## config.mk

```make
export PLATFORM = sky130hd
export DESIGN_NAME = regbank_write_demux_flat
export DESIGN_NICKNAME = d
export VERILOG_FILES = /design/src/rtl/regbank_write_demux_if.sv /design/src/rtl/regbank_write_demux.sv /design/src/flat_wrapper.sv
export SDC_FILE = /design/constraint.sdc
export NUM_CORES = 1
export LEC_CHECK = 0
export BUFFER_PORTS_ARGS = -buffer_cell sky130_fd_sc_hd__buf_2
export CAP_MARGIN = 30
export CORE_ASPECT_RATIO = 1.5
export CORE_MARGIN = 3
export CORE_UTILIZATION = 35
export DETAILED_ROUTE_END_ITERATION = 6
export PLACE_DENSITY = 0.58
export RECOVER_POWER = 50
export SLEW_MARGIN = 20
export SYNTH_ARGS = -nofsm -noshare
export SYNTH_HDL_FRONTEND = slang
export SYNTH_SLANG_ARGS = --single-unit
```

## constraint.sdc

```tcl
create_clock -name clk -period 16.23 [get_ports clk]
set_input_delay 4.869 -clock clk [delete_from_list [all_inputs] [get_ports clk]]
set_output_delay 4.869 -clock clk [all_outputs]
set_load 0.1 [all_outputs]
```

## src/rtl/regbank_write_demux_if.sv

```systemverilog
// regbank_write_demux_if: valid/ready register-write request channel.
interface regbank_write_demux_if #(
    parameter int AW = 3,
    parameter int DW = 32
);
    logic          valid;
    logic          ready;
    logic [AW-1:0] addr;
    logic [DW-1:0] data;
    modport master(output valid, addr, data, input ready);
    modport slave(input valid, addr, data, output ready);
endinterface

```

## src/rtl/regbank_write_demux.sv

```systemverilog
// regbank_write_demux: one-entry write stage decoding into a one-hot strobe over the register array.
module regbank_write_demux #(
    parameter int NREGS    = 8,
    parameter int AW       = 3,
    parameter int DW       = 32,
    parameter bit ZERO_REG = 1
) (
    input  logic                   clk,
    input  logic                   rst,
    regbank_write_demux_if.slave   i_wr,
    input  logic                   i_commit_stall,
    output logic [NREGS-1:0]       o_wr_en_onehot,
    output logic [NREGS*DW-1:0]    o_regs_flat,
    output logic                   o_busy,
    output logic                   o_err_addr
);
    typedef enum logic {EMPTY, PEND} state_t;
    state_t        r_state, w_next;
    logic [AW-1:0] r_hold_addr;
    logic [DW-1:0] r_hold_data;
    logic          r_err_addr;
    logic [DW-1:0] r_regs [NREGS];
    logic          w_accept, w_commit, w_oor;
    assign i_wr.ready = (r_state == EMPTY) | !i_commit_stall;
    assign w_accept   = i_wr.valid & i_wr.ready;
    assign w_commit   = (r_state == PEND) & !i_commit_stall;
    assign w_oor      = 32'(i_wr.addr) >= 32'(NREGS);
    assign o_busy     = r_state == PEND;
    assign o_err_addr = r_err_addr;
    always_comb begin
        w_next = r_state;
        w_next = w_accept ? PEND : (w_commit ? EMPTY : r_state);
    end
    always_ff @(posedge clk or posedge rst) begin
        if (rst) begin
            r_state     <= EMPTY;
            r_hold_addr <= '0;
            r_hold_data <= '0;
            r_err_addr  <= 1'b0;
        end else begin
            r_state    <= w_next;
            r_err_addr <= w_accept & w_oor;
            if (w_accept) begin
                r_hold_addr <= i_wr.addr;
                r_hold_data <= i_wr.data;
            end
        end
    end
    // out-of-range addresses match no lane, so they pass through without a strobe
    for (genvar g = 0; g < NREGS; g++) begin : g_reg
        assign o_wr_en_onehot[g] = w_commit && (r_hold_addr == AW'(g)) && !(ZERO_REG && g == 0);
        assign o_regs_flat[g*DW +: DW] = r_regs[g];
        always_ff @(posedge clk or posedge rst) begin
            if (rst) r_regs[g] <= '0;
            else if (o_wr_en_onehot[g]) r_regs[g] <= r_hold_data;
        end
    end
endmodule

```

## src/flat_wrapper.sv

```systemverilog
// flat-port wrapper written by rule: the top's interface ports become plain ports
module regbank_write_demux_flat 
#(
    parameter int NREGS    = 8,
    parameter int AW       = 3,
    parameter int DW       = 32,
    parameter bit ZERO_REG = 1
)
  (clk, rst, i_commit_stall, o_wr_en_onehot, o_regs_flat, o_busy, o_err_addr, i_wr_valid, i_wr_addr, i_wr_data, i_wr_ready);
  regbank_write_demux_if #(.AW(AW), .DW(DW)) i_wr_i ();
  input  logic clk;
  input  logic rst;
  input  logic i_commit_stall;
  output logic [NREGS-1:0] o_wr_en_onehot;
  output logic [NREGS*DW-1:0] o_regs_flat;
  output logic o_busy;
  output logic o_err_addr;
  input wire logic [$bits(i_wr_i.valid)-1:0] i_wr_valid;
  input wire logic [$bits(i_wr_i.addr)-1:0] i_wr_addr;
  input wire logic [$bits(i_wr_i.data)-1:0] i_wr_data;
  output wire logic [$bits(i_wr_i.ready)-1:0] i_wr_ready;
  assign i_wr_i.valid = i_wr_valid;
  assign i_wr_i.addr = i_wr_addr;
  assign i_wr_i.data = i_wr_data;
  assign i_wr_ready = i_wr_i.ready;
  regbank_write_demux #(.NREGS(NREGS), .AW(AW), .DW(DW), .ZERO_REG(ZERO_REG)) u_core (.clk(clk), .rst(rst), .i_wr(i_wr_i), .i_commit_stall(i_commit_stall), .o_wr_en_onehot(o_wr_en_onehot), .o_regs_flat(o_regs_flat), .o_busy(o_busy), .o_err_addr(o_err_addr));
endmodule
```

==> results of run 1 <==
[synth_stat cells, drive strengths merged]
cell type and count:
nand2b 3, and3 1, or3 1, clkbuf 1, nor3b 2, dfrtp 260
nand3b 2, buf 61, mux2 259, conb 1, nor2 2, nand2 2
and2 1, inv 4
[state kept, by name, indices dropped and copies added, names as in the netlist]
name and flops:
u_core.o_busy 1, u_core.o_regs_flat 224, u_core.r_hold_addr 3, u_core.r_hold_data 32
[cell families after synthesis]
logic type	share of synthesized area, %
buffers and inverters	4.34
flip-flops	65.3
multiplexers	29.3
other	0.0376
AND/OR/NAND/NOR	1.05
[final cells by class]
class	instances	share of cell area, %
Sequential cell	260	52.4
Multi-Input combinational cell	307	25.4
Timing Repair Buffer	282	11.6
Clock buffer	42	6.54
Tap cell	346	3.49
Clock inverter	5	0.403
Inverter	4	0.131
Antenna cell	1	0.0201
[layer usage]
layer,global-route usage (%),up-vias
li1,-,2594
met1,19.4,3059
met2,30.6,231
met3,5.13,45
met4,5.65,0
met5,0,-
[worst paths after layout]
path                                        startpoint                      end  slack (ns)  cells after the start
worst max register to register           u_core.o_busy  u_core.o_regs_flat[179]       12.69                      4
worst min-delay path            u_core.o_regs_flat[51]   u_core.o_regs_flat[51]        0.49                      1
max in group asynchronous                          rst  u_core.o_regs_flat[131]        5.20                      4
worst max-delay path                    i_commit_stall        o_wr_en_onehot[1]        4.34                      6
min in group asynchronous                          rst   u_core.r_hold_data[18]        6.08                      2
worst min register to register  u_core.o_regs_flat[51]   u_core.o_regs_flat[51]        0.49                      1
[per-stage QoR]
stage	utilization, %	worst slack, ns	instances
after floorplan	-	4.21	633
after global placement	41.2	4.54	1196
after detailed placement	41.3	4.56	1197
after CTS	44.3	4.56	1244
after global routing	44.3	3.85	1247
final	44.3	4.34	1247
==> reports/metrics.yaml, run 1 <==
synthesis:
  seq_area_frac_synth_pct: 65.3
  synth.top_cells.by_area: "dfrtp_1 (65%), mux2_2 (26%), mux2_1 (3.3%)"
  synth.distinct_cells: 18
  synth_cells: 600
  syn_area_per_cell_um2: 16.6
  synth_largest_area_cell: "dfrtp_1"
  yosys_register_bits: 260
  yosys_warnings: 0
  netlist_area_um2: 9960
  synth_top_area_share_pct: 65.3
clocking:
  ctsHoldBuffers: 0
  clk_pin_slew_ns: 0.06
  insertion_delay_ns: 0.52
  cts.sinks: 260
  cts_root_buf: "clkbuf_16"
  cts_made_buffers: 26
  cts_setup_buffers: 0
  cts_resized: 0
  cts_tree: "yes"
  clockBufferDepth: 3
  htree_levels: 1
sta:
  period_share_pct: 73.2
  finalMaxSlewViolations: 370
  finalHoldViolations: 0
  tns_ns: 0
  finalSetupViolations: 0
  period_minus_slack_ns: 11.89
  worst_slew_pin_slew_ns: 5.52
  max_freq_mhz: 84.1
  skew_ns: 0.00722
  holdWs_ns: 0.490
  max_slew_margin_pct: -270
  rsz0062_at_grt: "no"
worst_setup_path:
  path_buf_inv: 4
  crit_slowest_cell: "or3_2"
  cp_cell_sequence: "clkbuf_1 -> nand3b_1 -> or3_2 -> buf_12 -> inv_1 -> buf_2"
  cp_max_fo: 23
  critPathRequiredTime_ns: 11.36
  startpoint_type: "primary input"
  arrival_ns: 7.02
  crit_family: "simple AND/OR/NAND/NOR gates"
  endpoint_kind: "output pin"
  critPathKind: "primary input to output pin"
  max_stage_delay_ns: 0.76
placement:
  portBuffers: 271
  dp_hpwl_um: 17900
  dpl_cell_area_um2: 11600
  place_congestion: 0.746
final_layout:
  drive_gt1_share_pct: 61.2
  area_delta_synth_final_pct: 24.7
  n_fill_cell: 2590
  final_cell_mix: "buf_2 (270), dfrtp_1 (260), mux2_2 (230)"
  layout_commonest_cell: "buf_2"
  nets: 920
  seq_area_um2: 6510
  multi_input_area_um2: 3160
  fin_area_um2: 12400
routing:
  drtAntennaViolNets: 0
  wl_met2_um: 13700
  wl_met3_um: 2060
  vias: 5929
  dr.pass1.iters: 4
  drt_iter0_markers: 205
  vias_per_cell: 4.75
  drc_errors: 0
  routed_wl_um: 26500
  post_drt_wl_per_cell_um: 21.3
  wl_met1_um: 9920
  top_layer: "met4"
run_status:
  violations: "capacitance limit, slew limit"
  run_status: "finished with violations"
floorplanning:
  core_um2: 28100
  io_pins: 306
  die_x_um: 144
  initial_core_util_pct: 35.5
  die-height_um: 213
  dieArea_um2: 30600
  rows: 75
global_route:
  grt_pass1_wl_um: 39800
  grt_max_degree: 125
  grt_pass1_vias: 6408
  gr-total-overflow: 0
  track_usage_pct: 17.1
  antenna_found_initial: 1
job:
  drv_cap: 8
min_path:
  hp-class: "flop to flop"
Power of run 1 is left out: the tool's default activity adds up to more than one toggle a clock period on the data nets, which glitch-free logic cannot reach.
==> run 2: changes to the inputs <==
--- a/config.mk
+++ b/config.mk
@@ -5,6 +5,7 @@
 export SDC_FILE = /design/constraint.sdc
 export NUM_CORES = 1
 export LEC_CHECK = 0
+export ABC_AREA = 1
 export BUFFER_PORTS_ARGS = -buffer_cell sky130_fd_sc_hd__buf_2
 export CAP_MARGIN = 30
 export CORE_ASPECT_RATIO = 1.5
==> constraint.sdc (replaced) <==
create_clock -name clk -period 11.5 [get_ports clk]
set_input_delay 3.45 -clock clk [delete_from_list [all_inputs] [get_ports clk]]
set_output_delay 3.45 -clock clk [all_outputs]
set_load 0.1 [all_outputs]
==> run 2 against run 1 <==
  * The flow still finishes with violations (capacitance limit, slew limit)
  * Critical endpoint is now o_wr_en_onehot[2]
  * Sequential share of layout area fell by 1.2 points
  * Cell area rose by 2.4%
  * Setup slack got worse by 2.8 ns
  * Synthesized area rose by 5.9%
  * Clock skew rose by 0.010 ns
  * Synthesized cell count rose by 100%
  * Critical path depth did not move
  * Register-to-register slack got worse by 4.4 ns
  * Largest cell class unchanged
==> reports/metrics.yaml, run 2 <==
min_path:
  hp-class: "flop to flop"
routing:
  vias: 8924  # +51%
  drc_errors: 0  # unchanged
  routed_wl_um: 35200  # +33%
  post_drt_wl_per_cell_um: 19.3  # -9.0%
  drtAntennaViolNets: 0  # unchanged
  dr.pass1.iters: 5  # +1
  vias_per_cell: 4.90  # +3.0%
  drt_iter0_markers: 583  # +180%
floorplanning:
  io_pins: 306  # unchanged
  core_um2: 29600  # +5.4%
  rows: 77  # +2.7%
  dieArea_um2: 32300  # +5.7%
  die-height_um: 219  # +2.8%
  initial_core_util_pct: 35.7  # +0.16 points
  die_x_um: 148  # +2.8%
synthesis:
  yosys_register_bits: 260  # unchanged
  synth_ff_type: "dfrtp_1"
  synth.top_cells.by_area: "dfrtp_1 (62%), nand2_1 (20%), nand3_1 (7.8%)"
  synth_top_area_share_pct: 61.7  # -3.6 points
  syn_area_per_cell_um2: 8.74  # -47%
  yosys_warnings: 0  # unchanged
  synth.most_common_cell: "nand2_1"
  synth.distinct_cells: 16  # -2
  synth_edf_count: 0  # unchanged
  seq_area_frac_synth_pct: 61.7  # -3.6 points
  synth_largest_area_cell: "dfrtp_1"
  netlist_area_um2: 10600  # +5.9%
  synth_cells: 1207  # +100%
  synthTopCellsByCount: "nand2_1 (553), dfrtp_1 (260), nand3_1 (164)"
  async_flop_share_pct: 100  # unchanged
sta:
  max_freq_mhz: 100
  skew_ns: 0.0172  # +0.0100 ns
  max_slew_margin_pct: -266  # +3.6 points
  finalHoldViolations: 0  # unchanged
  worst_slew_pin_slew_ns: 5.49  # -0.0243 ns
  period_share_pct: 86.7
  finalMaxSlewViolations: 170  # -54%
  tns_ns: 0  # unchanged
  rsz0062_at_grt: "no"
  finalSetupViolations: 0  # unchanged
  period_minus_slack_ns: 9.97
final_layout:
  area_delta_synth_final_pct: 20.5
  num_antenna_cells: 0  # -1
  layout_commonest_cell: "nand2_1"
  final_cell_mix: "nand2_1 (551), dfrtp_1 (260), buf_2 (220)"
  largest_reg_flops: 224  # unchanged
  drive_gt1_share_pct: 19.5  # -42 points
  nets: 1452  # +58%
  n_fill_cell: 3047  # +18%
job:
  drv_cap: 3  # -5
worst_setup_path:
  crit_end: "o_wr_en_onehot[2]"
  cp_max_fo: 33  # +43%
  endpoint_kind: "output pin"
  startpoint_type: "primary input"
  arrival_ns: 6.52  # -0.50 ns
  reg2reg_to: "u_core.o_regs_flat[95]"
  rr_worst_depth: 6  # +2
  r2r-start: "u_core.o_busy"
  critPathKind: "primary input to output pin"
  critPathRequiredTime_ns: 8.05  # -3.31 ns
  startpoint: "i_commit_stall"
  reg2reg_slack_ns: 8.32  # -4.37 ns
global_route:
  grt_max_degree: 135  # +8.0%
  antenna_found_initial: 0  # -1
  grt_pass1_vias: 8577  # +34%
  gr-total-overflow: 0  # unchanged
  track_usage_pct: 21.1  # +4.0 points
  grt_pass1_wl_um: 52300  # +31%
run_status:
  run_status: "finished with violations"
  violations: "capacitance limit, slew limit"
clocking:
  cts_made_buffers: 25  # -3.8%
  cts_resized: 0  # unchanged
  ctsHoldBuffers: 0  # unchanged
  cts_tree: "yes"
  cts_setup_buffers: 0  # unchanged
  clockBufferDepth: 3  # unchanged
  htree_levels: 1  # unchanged
  cts_root_buf: "clkbuf_16"
  clk_pin_slew_ns: 0.06  # about the same
  cts.sinks: 260  # unchanged
  insertion_delay_ns: 0.54  # +0.02 ns
placement:
  portBuffers: 271  # unchanged
  place_congestion: 0.803  # +7.7%
  dp_hpwl_um: 23800  # +33%
[run 2: cell families after synthesis]
| family | count (synthesis) | share of synthesized area (%) |
|---|---|---|
| buffers and inverters | 149 | 7.10 |
| DFF | 260 | 61.7 |
| other | 1 | 0.0355 |
| AOI/OAI and AO/OA | 67 | 3.18 |
| and+or+nand+nor | 730 | 28.0 |
[run 2: cell type report]
type	count	area, µm²	share of cell area, %
sequential	260	6510	51.2
multi-input combinational	831	3480	27.4
timing repair buffer	284	1420	11.1
clock buffer	37	701	5.51
tap	395	494	3.89
clock inverter	4	73.8	0.581
inverter	11	42.5	0.335
[run 2: worst max-delay path: stages]
cell      delay (ns)
clkbuf_1        0.15
nor2_1          0.94
buf_16          0.26
nand3_1         1.02
inv_1           0.22
buf_2           0.46
[run 2: worst min path at each step]
stage | to | slack (ns) | startpoint | cells past startpoint
final | u_core.o_regs_flat[119] | 0.46 | u_core.o_regs_flat[119] | 2
after global routing | u_core.o_regs_flat[93] | 0.50 | u_core.o_regs_flat[93] | 2
after CTS | u_core.o_regs_flat[119] | 0.47 | u_core.o_regs_flat[119] | 2
after detailed placement | u_core.o_regs_flat[89] | 0.46 | u_core.o_regs_flat[89] | 2
after global placement | u_core.o_regs_flat[127] | 0.45 | u_core.o_regs_flat[127] | 2
after floorplan | u_core.o_regs_flat[224] | 0.58 | u_core.r_hold_data[0] | 3
[run 2: per-stage QoR]
stage / setup slack (ns) / utilization, % / hold slack (ns) / cells / area, µm²
after floorplan: 0.895 / - / 0.578 / 1240 / 10700
after global placement: 2.00 / 40.5 / 0.454 / 1778 / 12000
after detailed placement: 2.03 / 40.5 / 0.456 / 1778 / 12000
after CTS: 2.01 / 43.1 / 0.471 / 1819 / 12800
after global routing: 1.33 / 43.0 / 0.495 / 1822 / 12700
final: 1.53 / 43.0 / 0.465 / 1822 / 12700
[run 2: metal layers]
layer / GRT usage (%) / vias to the layer above / wire length (µm)
li1: - / 4146 / -
met1: 26.6 / 4352 / 14100
met2: 36.3 / 356 / 17700
met3: 3.05 / 70 / 2050
met4: 9.08 / 0 / 1430
met5: 0 / - / 0
Power of run 2 is left out for the same reason.
